<file path="src/rtl/ahb_cmd_fifo.sv">
// rtl/ahb_cmd_fifo.sv - AHB master command FIFO with first-word-fall-through head and replay rewind
module ahb_cmd_fifo #(
  parameter int DATA_W = 67,
  parameter int DEPTH  = 32,
  parameter int ADDR_W = 5,
  parameter int RETAIN = 17
) (
  input  logic              HCLK,
  input  logic              HRESETn,
  input  logic [DATA_W-1:0] datain,
  input  logic              fifo_writen,
  input  logic              fifo_readen,
  input  logic              tail_back,
  input  logic [4:0]        back_length,
  output logic [DATA_W-1:0] dataout,
  output logic              empty,
  output logic              full,
  output logic [ADDR_W:0]   level,
  output logic              overflow,
  output logic              underflow
);

  localparam int LVL_W  = ADDR_W + 1;
  localparam int HIST_W = $clog2(RETAIN + 1);

  logic [DATA_W-1:0] mem [DEPTH];
  logic [ADDR_W-1:0] wr_ptr, rd_ptr;
  logic [LVL_W-1:0]  level_q;
  logic [HIST_W-1:0] hist;

  logic              push, pop, pop_empty;
  logic [HIST_W-1:0] amt;
  logic [HIST_W-1:0] hist_inc;

  assign empty = (level_q == '0);
  assign full  = (level_q >= LVL_W'(DEPTH - RETAIN));
  assign level = level_q;

  assign push      = fifo_writen & ~full;
  assign pop       = fifo_readen & ~empty & ~tail_back;
  assign pop_empty = fifo_readen & empty & ~tail_back;

  // Rewind distance is clipped to what the history window actually holds.
  always_comb begin
    amt = '0;
    if (tail_back) begin
      if (HIST_W'(back_length) < hist) amt = HIST_W'(back_length);
      else                             amt = hist;
    end
  end

  assign hist_inc = (hist == HIST_W'(RETAIN)) ? hist : hist + HIST_W'(1);

  always_ff @(posedge HCLK or negedge HRESETn) begin
    if (!HRESETn) begin
      wr_ptr    <= '0;
      rd_ptr    <= '0;
      level_q   <= '0;
      hist      <= '0;
      overflow  <= 1'b0;
      underflow <= 1'b0;
    end else begin
      overflow  <= fifo_writen & full;
      underflow <= pop_empty;
      if (push) wr_ptr <= wr_ptr + ADDR_W'(1);
      if (tail_back) begin
        rd_ptr <= rd_ptr - ADDR_W'(amt);
        hist   <= hist - amt;
      end else if (pop) begin
        rd_ptr <= rd_ptr + ADDR_W'(1);
        hist   <= hist_inc;
      end
      level_q <= level_q + LVL_W'(push) - LVL_W'(pop) + LVL_W'(amt);
    end
  end

  // Storage carries no reset; only slots below level are ever observed.
  always_ff @(posedge HCLK) begin
    if (push) mem[wr_ptr] <= datain;
  end

  assign dataout = empty ? '0 : mem[rd_ptr];

endmodule

</file>
<file path="config.mk">
export PLATFORM = sky130hd
export DESIGN_NAME = ahb_cmd_fifo
export DESIGN_NICKNAME = d
export VERILOG_FILES = /design/src/rtl/ahb_cmd_fifo.sv
export SDC_FILE = /design/constraint.sdc
export NUM_CORES = 2
export LEC_CHECK = 0
export BUFFER_PORTS_ARGS = -buffer_cell sky130_fd_sc_hd__buf_2
export CAP_MARGIN = 20
export CORE_MARGIN = 4
export CORE_UTILIZATION = 45
export CTS_BUF_LIST = sky130_fd_sc_hd__clkbuf_8
export CTS_CLUSTER_SIZE = 30
export DETAILED_ROUTE_END_ITERATION = 10
export PLACE_DENSITY_LB_ADDON = 0.1
export SETUP_SLACK_MARGIN = 0.5
export SLEW_MARGIN = 0
export SYNTH_ARGS = -nofsm -noshare
export SYNTH_HDL_FRONTEND = slang
export SYNTH_SLANG_ARGS = --single-unit
export TNS_END_PERCENT = 50
</file>
<file path="constraint.sdc">
create_clock -name HCLK -period 7.3 [get_ports HCLK]
set_input_delay 0.73 -clock HCLK [delete_from_list [all_inputs] [get_ports HCLK]]
set_output_delay 0.73 -clock HCLK [all_outputs]
set_load 0.02 [all_outputs]
</file>
## Yosys cells after proc, flatten, opt, wreduce, memory -nomap -nowiden

Memory sizes are Yosys's and may differ from the RTL's.
Cells that the tools add are included.

- Latch bits: 0
- Output and inout bits: 77
- Memories kept: 1
- Memory bits (writable): 2144
- Register bits: 23
- ROM bits: 0
- Word-level logic and storage cells: 41

Memory list:

| memory | depth | bits a word | rd ports | clocked after Yosys merged registers in | write ports | line | RTL |
|---|---|---|---|---|---|---|---|
| mem | 32 | 67 | 1 | 0 | 1 | 26 | `logic [DATA_W-1:0] mem [DEPTH];` |

- Mux-type cells: 10
- Divide/modulo/power cells: 0
- Order comparisons: 2
- Shift-type cells: 0
- Bitwise operators: 9
- Add/sub/neg operators: 8
- Equal/unequal tests: 2
- Multipliers: 0
- Reductions and logical operators: 3

Operators by type and width:

| operator | count |
|---|---|
| $mux 67 | 1 |
| $mux 5 | 7 |
| $add 5x1->5 const B | 3 |
| $sub 5x5->5 | 2 |
| $add 6x1->6 | 1 |
| $add 6x5->6 | 1 |
| $and 1x1->1 | 6 |
| $ge 6x4->1 const B | 1 |
| $logic_not 6->1 | 1 |
| $sub 6x1->6 | 1 |
| $eq 5x5->1 const B | 1 |
| $lt 5x5->1 | 1 |
| $not 1->1 | 3 |
| $mux 1 | 2 |
| $ne 2x2->1 const B | 1 |
| $reduce_and 2->1 | 1 |
| $reduce_bool 2->1 | 1 |

## Logic depth before layout (Yosys ltp)

- Depth in word-level cells: 6
- Depth in mapped cells: 16
- Gate-level depth less buffers: 16

## Worst setup path after synthesis

OpenSTA, ideal clock, no wires.

- Path kind: register to register
- From: reg level_q[4] (netlist: level[4])
- To: mem mem[31][0], enable pin
- Arrival: 4344 ps
- Setup slack: 2463 ps
- Path buffers: 0
- Data required time: 6807 ps
- Clock period less this slack: 4837 ps
- Cell stages (with the launch flop): 6
- Cell sequence: dfrtp_1 -> nor2_1 -> nand2_1 -> nor2_1 -> nand2_1 -> nor2_1

- Cells in the longest elaborated chain, start to end: 5

Ends and longest elaborated chain:

| element | line | RTL |
|---|---|---|
| start, declared | 28 | `logic [LVL_W-1:0] level_q;` |
| start signal, assigned | 73 | `level_q <= level_q + LVL_W'(push) - LVL_W'(pop) + LVL_W'(amt);` |
| $ge 6x4->1 | 36 | `assign full = (level_q >= LVL_W'(DEPTH - RETAIN));` |
| via full | 17 | `output logic full,` |
| $not 1->1 | 39 | `assign push = fifo_writen & ~full;` |
| $and 1x1->1 | 39 |  |
| $mux 1 | 79 | `if (push) mem[wr_ptr] <= datain;` |
| $mux 1 (not written as such) | 79 |  |
| end, declared | 26 |  |

The timed path passes the listed nets, and every way through them passes these cells.

## Final worst setup path

- From: reg rd_ptr[1]
- To: out dataout[55]

- Cells in the longest elaborated chain, start to end: 2

Ends and longest elaborated chain:

| element | line | RTL |
|---|---|---|
| start, declared | 27 | `logic [ADDR_W-1:0] wr_ptr, rd_ptr;` |
| start signal, assigned | 67 | `rd_ptr <= rd_ptr - ADDR_W'(amt);` |
| start signal, assigned | 70 | `rd_ptr <= rd_ptr + ADDR_W'(1);` |
| $mem_v2 32x67 | -- |  |
| $mux 67 | 82 | `assign dataout = empty ? '0 : mem[rd_ptr];` |
| end, declared | 15 | `output logic [DATA_W-1:0] dataout,` |

No other way between the ends.

==> impl_metrics.toml <==
[run_status]
status = "finished, final reports clean"

[layout]
finish.instance_area_mm2 = 0.0940
nets = 3998
drive_above_1_share_pct = 33.3
fillCellCount = 14400
most-common-layout-cells = "edfxtp_1 (2144), mux4_2 (649), clkbuf_8 (376)"
mostFrequentLayoutCell = "edfxtp_1"
areaGrowthSynthToFinish_pct = 13.0

[critical_path]
endpoint_kind = "output port"
timing.rr.end = "mem[31][15]"
critPathKind = "reg -> out"
cp-start-kind = "register"
cp_max_fo = 64
path_common_cell = "mux4_2"
cp_slowest_cell = "dfrtp_4"
critPathMaxStageDelay_ps = 1130
path_depth = 6
arrival_ps = 4470
startpoint = "rd_ptr[1]"
crit-reg2reg-launch = "level[5]"
rrSetupSlack_ps = 3540
path_buf_inv = 3
reg2reg_depth = 7
crit_end = "dataout[55]"
path_cells = "buf_4 > mux4_2 > mux4_2 > inv_1 > o22ai_1 > buf_2"
critPathTopFamily = "buffers and inverters"
required_ps = 6570

[timing]
finalCritPeriodShare_pct = 71.3
hold_violations = 0
max_freq_mhz = 192
period_needed_ps = 5200
setup_viol = 0
final.setup.tns_ps = 0
rsz0062_at_grt = "no"
skew_ps = 53.1
setup_slack_ps = 2100
worst_slew_pin_slew_ps = 1150
report.final.slew_viol_count = 0
slew_headroom_pct = 23.6

[power]
finalPower_mw = 34.2
vdd_drop_max_mv = 0.321
power.density_mw_per_mm2 = 364
p_leak_nw = 30.1

[yosys]
ys_ff_latch = 2167
yosysWarningCount = 0
synth.avg_cell_area_um2 = 24.1
syn-num-nets = 3559
yosysUniqueCellTypes = 43
netlist_instances = 3453
synth_area_mm2 = 0.0832
synthAdderAreaFrac_pct = 0.472
synth_ff_type = "edfxtp_1"
synth_top_family_by_area = "multiplexers"
synthXorXnorAreaFrac_pct = 0.147
synth_compound_area_share_pct = 0.895
yosysSeqAreaShare_pct = 78.1
yosys.area_share.simple_pct = 0.585
synth_edf_count = 2144
synth-async-reset-ratio_pct = 1.06
muxShareOfSynthArea_pct = 18.2

[clock_tree]
root_buffer = "clkbuf_8"
numCtsBuffers = 369
clock-sinks = 2167
cts.path.max_buffers = 4
clk_pin_slew_ps = 70
h-tree-depth = 5
clk_latency_ps = 1050
cts_tree = "yes"
cts_resized = 0

[die]
die_w_um = 438
die_y_um = 438
die_area_mm2 = 0.192
std_cell_rows = 157
start_util_pct = 45.3
pin_count = 154
coreArea_mm2 = 0.183

[global_routing]
grt_overflow = 0
grt_pass1_wl_um = 301000
grt_pass1_vias = 41200
antenna_found_initial = 21
grt_usage_pct = 22.3
grt_max_degree = 140

[place]
dpl_cell_area_mm2 = 0.0875
numPortBuffers = 153
dpl.hpwl_um = 102000
preCtsSetupSlack_ps = 3080
gp_congestion = 0.741

[drt]
via_per_inst = 5.86
firstDrtPassIters = 5
totalWireLength_um = 212000
wl_per_cell_um = 31.9
vias = 38900
drt_iter0_markers = 4016
antenna_left = 0
drc_errors = 0

[flow_run]
drv_cap = 0

[worst_hold_path]
hp-class = "in -> reg"
-- worst reg2reg max path: stages (launching register included) --
cell	delay [ps]
dfrtp_1	400
nor2_1	180
nand2_1	100
nor2_1	110
buf_4	220
nand2_1	540
nor2_4	1070
buf_4	690
-- registers in the layout (all words and copies together), names as in the netlist --
name / count
rd_ptr: 5
wr_ptr: 5
underflow: 1
level: 6
hist: 5
mem: 2144
overflow: 1
-- Yosys cell counts (all sizes together) (8+ instances only) --
cell type,number,area share (%)
mux4,649,18
clkbuf,59,0.27
nor2,65,0.29
mux2,23,0.31
ha,25,0.38
mux2i,23,0.28
xnor2,8,0.084
inv,111,0.50
clkinv,30,0.14
a21oi,39,0.23
buf,113,0.76
dfrtp,23,0.69
nand2,17,0.077
edfxtp,2144,77
o22ai,67,0.50
-- layout make-up --
| type | instances | area [um2] | area share [%] |
|---|---|---|---|
| Sequential cell | 2167 | 65000 | 69.1 |
| Multi-Input combinational cell | 973 | 17100 | 18.2 |
| Clock buffer | 376 | 5170 | 5.51 |
| Tap cell | 2464 | 3080 | 3.28 |
| Timing Repair Buffer | 240 | 1870 | 1.99 |
| Clock inverter | 261 | 1230 | 1.31 |
| Inverter | 141 | 529 | 0.563 |
| Antenna cell | 7 | 17.5 | 0.0186 |
-- report_power, final --
group	internal (mW)	switching [mW]	leakage, nW
sequential	14.0	0.390	19.5
combinational	4.77	5.38	6.81
clock	4.99	4.68	3.76
total	23.7	10.4	30.1
-- metal layers --
layer  vias up  track usage (%)  routed length [um]  part of all wire (%)
met4        16             6.24                4920                   2.3
met5         -                0                 106                 0.050
li1      15700                -                   -                     -
met1     21300             30.9               87300                    41
met3       366             4.97               15700                   7.4
met2      1561             35.9              104000                    49
-- stage by stage --
| step | util [%] | hold WS [ps] | cells |
|---|---|---|---|
| finish | 51.2 | 168 | 6629 |
| global route | 51.2 | 110 | 6625 |
| CTS | 51.2 | 49.1 | 6622 |
| detailed placement | 47.7 | 540 | 5982 |
| global placement | 47.7 | 536 | 5979 |
| floorplan | - | 434 | 3453 |
-- what timing repair did --
item | CTS | global route
buffers inserted | 0 | 0
hold buffers | 3 | 0
setup endpoints to repair | 0 | 0
hold endpoints to repair | 25 | 0
-- cell families (layout without fill, tap and decap cells) --
logic type,Yosys count,after routing
AOI/OAI and AO/OA,125,125
muxes,695,695
and+or+nand+nor,110,110
DFF,2167,2167
buffers and inverters,313,1018
adders and majority gates,29,29
xor gates and xnor gates,14,14
other,0,7
-- worst min path at each step --
stage / start / to / slack [ps] / cells after the start
2_1_floorplan: HRESETn / hist[0] / 430 / 0
5_1_grt: datain[27] / mem[5][27] / 110 / 1
4_1_cts: datain[10] / mem[3][10] / 50 / 1
3_5_place_dp: rd_ptr[4] / rd_ptr[4] / 540 / 1
6_report: datain[22] / mem[22][22] / 170 / 1
3_3_place_gp: rd_ptr[4] / rd_ptr[4] / 540 / 1
Note: power is estimated with default switching activity, not from simulation.
